==> config.mk <==
export PLATFORM = sky130hd
export DESIGN_NAME = csr_exec_unit
export DESIGN_NICKNAME = d
export VERILOG_FILES = /design/src/rtl/csr_exec_unit_pkg.sv /design/src/rtl/csr_exec_unit_alu.sv /design/src/rtl/csr_exec_unit.sv
export SDC_FILE = /design/constraint.sdc
export NUM_CORES = 1
export LEC_CHECK = 0
export CORE_AREA = 2 2 132 134
export CTS_CLUSTER_SIZE = 40
export DETAILED_ROUTE_END_ITERATION = 8
export DIE_AREA = 0 0 134 136
export DONT_BUFFER_PORTS = 1
export SLEW_MARGIN = 20
export SYNTH_ARGS = -nofsm -noshare
export SYNTH_HDL_FRONTEND = slang
export SYNTH_HIERARCHICAL = 1
export SYNTH_SLANG_ARGS = --single-unit
==> constraint.sdc <==
create_clock -name clk -period 1.9 [get_ports clk]
set_input_delay 0.285 -clock clk [delete_from_list [all_inputs] [get_ports clk]]
set_output_delay 0.285 -clock clk [all_outputs]
set_load 0.02 [all_outputs]
==> src/rtl/csr_exec_unit_pkg.sv <==
// rtl/csr_exec_unit_pkg.sv - shared types and constants for the CSR execution unit
//
// Purpose: FSM state encoding, SYSTEM funct3 codes, CSR addresses, trap
// cause codes and the accept-time instruction classifier.
package csr_exec_unit_pkg;

    typedef enum logic [2:0] {
        ST_IDLE  = 3'd0,
        ST_READ  = 3'd1,
        ST_WRITE = 3'd2,
        ST_TRAP  = 3'd3,
        ST_RESP  = 3'd4
    } state_t;

    // What the unit decided to do with an accepted instruction.
    typedef enum logic [1:0] {
        OP_CSR     = 2'd0,
        OP_ECALL   = 2'd1,
        OP_MRET    = 2'd2,
        OP_ILLEGAL = 2'd3
    } op_kind_t;

    localparam logic [2:0] CSRRW  = 3'd1;
    localparam logic [2:0] CSRRS  = 3'd2;
    localparam logic [2:0] CSRRC  = 3'd3;
    localparam logic [2:0] CSRRWI = 3'd5;
    localparam logic [2:0] CSRRSI = 3'd6;
    localparam logic [2:0] CSRRCI = 3'd7;

    localparam logic [11:0] MSTATUS = 12'h300;
    localparam logic [11:0] MTVEC   = 12'h305;
    localparam logic [11:0] MEPC    = 12'h341;
    localparam logic [11:0] MCAUSE  = 12'h342;

    localparam logic [31:0] CAUSE_ECALL_M = 32'd11;
    localparam logic [31:0] CAUSE_ILLEGAL = 32'd2;

    // ecall outranks mret; funct3 0 and 4 are not CSR ops.
    function automatic op_kind_t classify(input logic [2:0] funct3,
                                          input logic       ecall,
                                          input logic       mret);
        op_kind_t kind;
        if (ecall) begin
            kind = OP_ECALL;
        end else if (mret) begin
            kind = OP_MRET;
        end else begin
            case (funct3)
                CSRRW, CSRRS, CSRRC, CSRRWI, CSRRSI, CSRRCI: kind = OP_CSR;
                default:                                     kind = OP_ILLEGAL;
            endcase
        end
        return kind;
    endfunction

endpackage

==> src/rtl/csr_exec_unit_alu.sv <==
// rtl/csr_exec_unit_alu.sv - combinational CSR new-value calculation
//
// Purpose: computes the RW/RS/RC result from the old CSR value and the
// operand (rs1 data or zero-extended zimm), plus whether the write happens.
// Ports:
//   funct3     in   instruction funct3 (bit 2 selects zimm)
//   rs1_data   in   rs1 register value
//   rs1_idx    in   rs1 index / zimm
//   old_value  in   CSR value read in the READ cycle
//   new_value  out  value to write back
//   write_en   out  0 for RS/RC with rs1_idx==0, 1 for RW
module csr_alu
    import csr_exec_unit_pkg::*;
#(
    parameter int DATA_WIDTH = 32
) (
    input  logic [2:0]            funct3,
    input  logic [DATA_WIDTH-1:0] rs1_data,
    input  logic [4:0]            rs1_idx,
    input  logic [DATA_WIDTH-1:0] old_value,
    output logic [DATA_WIDTH-1:0] new_value,
    output logic                  write_en
);

    logic [DATA_WIDTH-1:0] operand;

    always_comb begin
        operand   = funct3[2] ? {{(DATA_WIDTH-5){1'b0}}, rs1_idx} : rs1_data;
        new_value = old_value;
        write_en  = 1'b0;
        case (funct3[1:0])
            2'b01: begin
                new_value = operand;
                write_en  = 1'b1;
            end
            2'b10: begin
                new_value = old_value | operand;
                write_en  = (rs1_idx != 5'd0);
            end
            2'b11: begin
                new_value = old_value & ~operand;
                write_en  = (rs1_idx != 5'd0);
            end
            default: begin
                new_value = old_value;
                write_en  = 1'b0;
            end
        endcase
    end

endmodule

==> src/rtl/csr_exec_unit.sv <==
// rtl/csr_exec_unit.sv - SYSTEM instruction sequencer toward the CSR file
//
// Purpose: accepts a decoded SYSTEM instruction, runs CSR read/modify/write
// or a trap/mret request against the CSR file, and returns the rd writeback
// value and next-PC redirect over a valid/ready handshake.
// Ports:
//   clk, reset                      clock, synchronous active-high reset
//   in_valid/in_ready, in_*         decode-side instruction handshake
//   csr_addr/csr_ren/csr_rdata      CSR read (combinational read data)
//   csr_wen/csr_wdata               CSR write
//   trap_ecall/trap_mret            one-cycle trap-entry / return strobes
//   trap_epc/trap_cause             trap PC and cause (valid with trap_ecall)
//   csr_jump                        trap/return target from the CSR file
//   out_valid/out_ready, out_*      writeback-side result handshake
module csr_exec_unit
    import csr_exec_unit_pkg::*;
#(
    parameter int          DATA_WIDTH    = 32,
    parameter logic [31:0] ECALL_CAUSE   = CAUSE_ECALL_M,
    parameter logic [31:0] ILLEGAL_CAUSE = CAUSE_ILLEGAL
) (
    input  logic                  clk,
    input  logic                  reset,
    input  logic                  in_valid,
    output logic                  in_ready,
    input  logic [2:0]            in_funct3,
    input  logic [11:0]           in_csr_addr,
    input  logic [DATA_WIDTH-1:0] in_rs1_data,
    input  logic [4:0]            in_rs1_idx,
    input  logic [4:0]            in_rd_idx,
    input  logic [31:0]           in_pc,
    input  logic                  in_ecall,
    input  logic                  in_mret,
    output logic [11:0]           csr_addr,
    output logic                  csr_ren,
    input  logic [DATA_WIDTH-1:0] csr_rdata,
    output logic                  csr_wen,
    output logic [DATA_WIDTH-1:0] csr_wdata,
    output logic                  trap_ecall,
    output logic [31:0]           trap_epc,
    output logic [31:0]           trap_cause,
    output logic                  trap_mret,
    input  logic [31:0]           csr_jump,
    output logic                  out_valid,
    input  logic                  out_ready,
    output logic [4:0]            out_rd_idx,
    output logic                  out_rd_wen,
    output logic [DATA_WIDTH-1:0] out_rd_wdata,
    output logic                  out_redirect,
    output logic [31:0]           out_next_pc
);

    state_t                state_q, state_d;
    op_kind_t              kind_q;
    logic [2:0]            funct3_q;
    logic [11:0]           addr_q;
    logic [DATA_WIDTH-1:0] rs1_data_q;
    logic [4:0]            rs1_idx_q;
    logic [4:0]            rd_q;
    logic [31:0]           pc_q;
    logic [DATA_WIDTH-1:0] old_q;
    logic [31:0]           next_pc_q;

    logic [DATA_WIDTH-1:0] alu_new;
    logic                  alu_wen;
    logic                  accept;

    assign accept = (state_q == ST_IDLE) && in_valid;

    csr_alu #(.DATA_WIDTH(DATA_WIDTH)) u_alu (
        .funct3    (funct3_q),
        .rs1_data  (rs1_data_q),
        .rs1_idx   (rs1_idx_q),
        .old_value (old_q),
        .new_value (alu_new),
        .write_en  (alu_wen)
    );

    always_ff @(posedge clk) begin
        if (reset) begin
            state_q <= ST_IDLE;
        end else begin
            state_q <= state_d;
        end
    end

    always_comb begin
        state_d      = state_q;
        in_ready     = 1'b0;
        csr_ren      = 1'b0;
        csr_wen      = 1'b0;
        csr_wdata    = '0;
        trap_ecall   = 1'b0;
        trap_mret    = 1'b0;
        trap_epc     = 32'd0;
        trap_cause   = 32'd0;
        out_valid    = 1'b0;
        out_rd_wen   = 1'b0;
        out_redirect = 1'b0;
        case (state_q)
            ST_IDLE: begin
                in_ready = 1'b1;
                if (in_valid) begin
                    state_d = (classify(in_funct3, in_ecall, in_mret) == OP_CSR)
                              ? ST_READ : ST_TRAP;
                end
            end
            ST_READ: begin
                csr_ren = 1'b1;
                state_d = ST_WRITE;
            end
            ST_WRITE: begin
                csr_wen   = alu_wen;
                csr_wdata = alu_new;
                state_d   = ST_RESP;
            end
            ST_TRAP: begin
                trap_mret  = (kind_q == OP_MRET);
                trap_ecall = (kind_q != OP_MRET);
                trap_epc   = pc_q;
                if (kind_q == OP_ECALL) begin
                    trap_cause = ECALL_CAUSE;
                end else if (kind_q == OP_ILLEGAL) begin
                    trap_cause = ILLEGAL_CAUSE;
                end
                state_d = ST_RESP;
            end
            ST_RESP: begin
                out_valid    = 1'b1;
                out_rd_wen   = (kind_q == OP_CSR) && (rd_q != 5'd0);
                out_redirect = (kind_q != OP_CSR);
                if (out_ready) begin
                    state_d = ST_IDLE;
                end
            end
            default: state_d = ST_IDLE;
        endcase
    end

    always_ff @(posedge clk) begin
        if (reset) begin
            kind_q     <= OP_CSR;
            funct3_q   <= 3'd0;
            addr_q     <= 12'd0;
            rs1_data_q <= '0;
            rs1_idx_q  <= 5'd0;
            rd_q       <= 5'd0;
            pc_q       <= 32'd0;
            old_q      <= '0;
            next_pc_q  <= 32'd0;
        end else begin
            if (accept) begin
                kind_q     <= classify(in_funct3, in_ecall, in_mret);
                funct3_q   <= in_funct3;
                addr_q     <= in_csr_addr;
                rs1_data_q <= in_rs1_data;
                rs1_idx_q  <= in_rs1_idx;
                rd_q       <= in_rd_idx;
                pc_q       <= in_pc;
                // Clear result fields so a trap never reports a stale rd value
                // and a CSR op never reports a stale target.
                old_q      <= '0;
                next_pc_q  <= 32'd0;
            end
            if (state_q == ST_READ) begin
                old_q <= csr_rdata;
            end
            if (state_q == ST_TRAP) begin
                next_pc_q <= csr_jump;
            end
        end
    end

    assign csr_addr     = addr_q;
    assign out_rd_idx   = rd_q;
    assign out_rd_wdata = old_q;
    assign out_next_pc  = next_pc_q;

endmodule

# Word level (Yosys, flattened, before mapping)
# Cells that the tools add are included.
# word_totals
regBits	158
latch_bits	0
ram_bits	0
romBits	0
output_inout_bits	185
word_cells	74
n_memories	0
# classes
n_addsub	0
n_mul	0
n_div	0
magnitude_cmp	0
eq_ne	19
shift	0
mux	28
bitwise_logic	3
reduce_logical	14
# ops
cell	count
32-bit two-way mux	6
32-bit one-hot mux with 3 select lines	1
32-bit AND	1
32-bit inverter	1
32-bit OR	1
2-bit two-way mux	7
3-bit by 2-bit equality test with 1-bit output, second input constant	4
3-bit equality test, second input constant	4
3-bit one-hot mux with 4 select lines	1
5-bit nonzero test	2
2-bit equality test, second input constant	4
1-bit two-way mux	8
4-bit two-way mux	2
3-bit by 1-bit equality test with 1-bit output, second input constant	2
3-bit two-way mux	2
2-bit != test, second input constant	3
2-bit nonzero test	3
6-bit OR reduction	1
2-bit by 1-bit equality test with 1-bit output, second input constant	2
2-bit logical NOT	2
2-bit OR reduction	2
3-bit logical NOT	1
1-bit logical AND	2
1-bit one-hot mux with 2 select lines	1
2-bit AND reduction	1

# Depth between registers and ports, before layout
# depth
word_depth	11
mapped_depth	6

# Cells and area by module
# The synthesis kept the hierarchy.
# by_module_without_submodules
module	n_inst	cells_each	area_per_inst_um2	seq_area_each_um2
csr_exec_unit	1	679	6028.3	3163.0
csr_alu	1	146	944.7	0.0

# Worst setup path after synthesis
# No wires, ideal clock.
# synth_path
path_type	register -> output
from	register state_q[2]
to	output port trap_cause[3]
arrival_time_ns	1.413
t_required_ns	1.615
path_slack_ns	0.202
path_stages_with_launch	5
n_path_buf	2
path_cell_list	dfxtp_1 > buf_4 > nand3b_1 > nor3_1 > buf_4
# synth_between
elab_chain_cells	2
# synth_lines
item	line_no	source
start, declared	csr_exec_unit.sv:53	state_t state_q, state_d;
start signal, assigned	csr_exec_unit.sv:83	state_q <= state_d;
3-bit by 2-bit equality test with 1-bit output	csr_exec_unit.sv:100	case (state_q)
4-bit two-way mux	csr_exec_unit.sv:100	
end, declared	csr_exec_unit.sv:41	output logic [31:0] trap_cause,
# Every way passes these cells.

# Worst setup path in the final report
# layout_path
from	register state_q[0]
to	output port csr_wdata[8]
# layout_between
elab_chain_cells	2
# layout_lines
item	line_no	source
3-bit by 2-bit equality test with 1-bit output	csr_exec_unit.sv:100	
32-bit two-way mux	csr_exec_unit.sv:100	
end, declared	csr_exec_unit.sv:38	output logic [DATA_WIDTH-1:0] csr_wdata,
# Every way passes these cells.

==> results.sh <==
export IMPL_synth_compound_area_frac=0.193
export IMPL_clk_pin_slew_ps=70
export IMPL_drv_slew=0
export IMPL_power_density_mw_per_mm2=992
export IMPL_fin_crit_ps=1960
export IMPL_min_period_over_period=1.03
export IMPL_area_growth_pct=26.5
export IMPL_final_common_cell="nand2_1"
export IMPL_cts_buffers=17
export IMPL_holdCritStartpoint="reset"
export IMPL_first_iter_violations=359
export IMPL_synth_avg_cell_area_um2=8.45
export IMPL_synth_area_leaders="dfxtp_1 45%, a21oi_1 11%, nand2_1 9.7%"
export IMPL_synth_warning_count=6
export IMPL_setup_viol=34
export IMPL_drc=0
export IMPL_fmax_ghz=0.510
export IMPL_avgRoutedWirePerCell_um=18.0
export IMPL_required_ps=1620
export IMPL_num_antenna_cells=0
export IMPL_p_leak_nw=3.41
export IMPL_hold_viol=68
export IMPL_cp_start_kind="flop"
export IMPL_stdcell_area_mm2=0.00882
export IMPL_status="complete, but fails checks"
export IMPL_layout_setup_ws_ps=-62.5
export IMPL_die_h_um=136
export IMPL_final_net_count=1037
export IMPL_num_vias=5771
export IMPL_min_to="pc_q[28]"
export IMPL_initial_core_util=0.413
export IMPL_skew_ps=10.0
export IMPL_cts_tree="done"
export IMPL_r2r_start="state_q[0]"
export IMPL_synth_top_family_by_area="simple AND/OR/NAND/NOR gates"
export IMPL_synth_xor_area_share=0.0339
export IMPL_htreeDepth=4
export IMPL_syn_inst=825
export IMPL_instances_no_fill=1116
export IMPL_yosysSeqAreaShare=0.454
export IMPL_placedCellCount=1006
export IMPL_clock_sinks=158
export IMPL_drive_above_1_share=0.192
export IMPL_peakVddDrop_uv=599
export IMPL_min_path_type="in -> reg"
export IMPL_cts_root_buf="clkbuf_16"
export IMPL_grt_pass1_wl_um=29900
export IMPL_groute_usage_overall=0.210
export IMPL_violations="hold timing, setup timing"
export IMPL_grt_ovfl_total=0
export IMPL_synth_area_mux_share=0.0167
export IMPL_io_pin_count=344
export IMPL_vias_per_cell=5.17
export IMPL_post_synth_top_area_cell="dfxtp_1"
export IMPL_dieWidth_um=134
export IMPL_arrival_ps=1680
export IMPL_r2r_cells=4
export IMPL_final_cell_mix="180 x nand2_1, 150 x a21oi_1, 149 x dfxtp_1"
export IMPL_synth_cell_types=37
export IMPL_synth_area_mm2=0.00697
export IMPL_cp_max_fo=8
export IMPL_rows=48
export IMPL_crit_path_end_kind="primary output"
export IMPL_slew_headroom=0.630
export IMPL_clk_latency_ps=430
export IMPL_reg2reg_slack_ps=20
export IMPL_core_mm2=0.0169
export IMPL_holdPathStages=1
export IMPL_dr_pass1_iters=4
export IMPL_cts_path_max_buffers=2
export IMPL_dp_hpwl_um=12800
export IMPL_cap_viol_max_count=0
export IMPL_first_global_vias=5573
export IMPL_cts_hold_buf=67
export IMPL_antenna_found_initial=0
export IMPL_netlist_area_leader_share=0.454
export IMPL_wirelength_um=20100
export IMPL_grt_max_degree=99
export IMPL_holdWs_ps=-79.8
export IMPL_io_buffers=0
export IMPL_place_area_mm2=0.00706
export IMPL_die_area_mm2=0.0182
export IMPL_crit_type="reg -> out"
export IMPL_timing_rr_end="state_q[0]"
export IMPL_worst_pin_slew_ps=553
export IMPL_finalPower_w=0.00875
export IMPL_synth_seq_cells=158
export IMPL_ant_nets=0
export IMPL_synth_fa_ha_area_frac=0
export IMPL_rsz0062_at_grt="yes"
export IMPL_synthSimpleGateAreaFrac=0.214
export IMPL_place_congestion=0.759
## cells in the mapped netlist, drive strengths merged
cell,count
or2,2
mux2,5
and2,65
dfxtp,158
nor4,2
or4,1
nor2b,27
or4b,2
mux2i,6
o31a,1
inv,3
clkbuf,24
nand2b,2
o211ai,1
a22o,64
nor3b,1
nor2,16
a211oi,1
nor3,7
conb,1
and3,1
a21oi,151
buf,72
nand3b,1
nor4bb,1
and3b,1
nor4b,1
xnor2,27
nand2,181
## timing repair
action,CTS,global route
buffers inserted,4,2
endpoints found under the hold margin,158,91
resized for setup,129,15
setup endpoints to repair,72,66
gates cloned,1,3
pin swaps,9,6
## worst max-delay path, cell delays in order, from the launching register on
cell and delay [ps]:
dfxtp_4 370, buf_6 130, nor3b_4 170, buf_6 210, clkbuf_16 180, and2_4 180
## layout make-up
cell class,count,area [um2]
clock inverters,15,235
repair buffers,102,1150
multi-input cells,596,3520
fillers,1556,8050
well taps,225,282
inverters,3,11.3
clock buffers,17,425
flip-flops and latches,158,3190
## cells by family (layout without fill, tap and decap cells)
| group | after synthesis | in the layout |
|---|---|---|
| multiplexers | 11 | 11 |
| other | 1 | 29 |
| AND/OR/NAND/NOR | 311 | 311 |
| flip-flops | 158 | 158 |
| XOR/XNOR | 27 | 27 |
| AO/OA/AOI/OAI | 218 | 218 |
| buffers and inverters | 99 | 137 |
## metal layers
| metal | global-route usage | part of all wire | vias to the layer above |
|---|---|---|---|
| met4 | 0.0875 | 0.024 | 0 |
| met1 | 0.241 | 0.40 | 2670 |
| met2 | 0.362 | 0.49 | 259 |
| met5 | 0 | 0 | - |
| met3 | 0.0671 | 0.082 | 31 |
| li1 | - | - | 2811 |
## flip-flops by register name, summed over array words and instances (netlist names)
| register | cells |
|---|---|
| kind_q | 2 |
| out_rd_idx | 5 |
| rs1_idx_q | 5 |
| funct3_q | 3 |
| out_next_pc | 32 |
| out_rd_wdata | 32 |
| rs1_data_q | 32 |
| pc_q | 32 |
| csr_addr | 12 |
| state_q | 3 |
## power by group
group          switching, W  leakage (nW)  total, W  internal (W)
Sequential         0.000209          1.29   0.00371       0.00350
Clock               0.00148         0.314   0.00384       0.00236
Combinational      0.000674          1.80   0.00121      0.000534
Total               0.00236          3.41   0.00875       0.00639
## worst max path at each step
stage | depth (start not counted) | endpoint | from | slack, ps
after floorplan | 4 | trap_cause[3] | state_q[2] | 200
after global placement | 3 | out_next_pc[30] | state_q[2] | 20
after detailed placement | 3 | out_next_pc[5] | state_q[1] | 20
after CTS | 3 | csr_wen | rs1_idx_q[4] | -90
after global routing | 5 | csr_wdata[4] | state_q[0] | -130
final | 5 | csr_wdata[8] | state_q[0] | -60
## through the flow
step	utilization	worst slack [ps]	TNS (ps)
2_1_floorplan	-	202	0
3_3_place_gp	0.418	24.3	0
3_5_place_dp	0.418	19.2	0
4_1_cts	0.514	-90.8	-1380
5_1_grt	0.523	-131	-3810
6_report	0.523	-62.5	-1390
(Power assumes the default switching activity.)
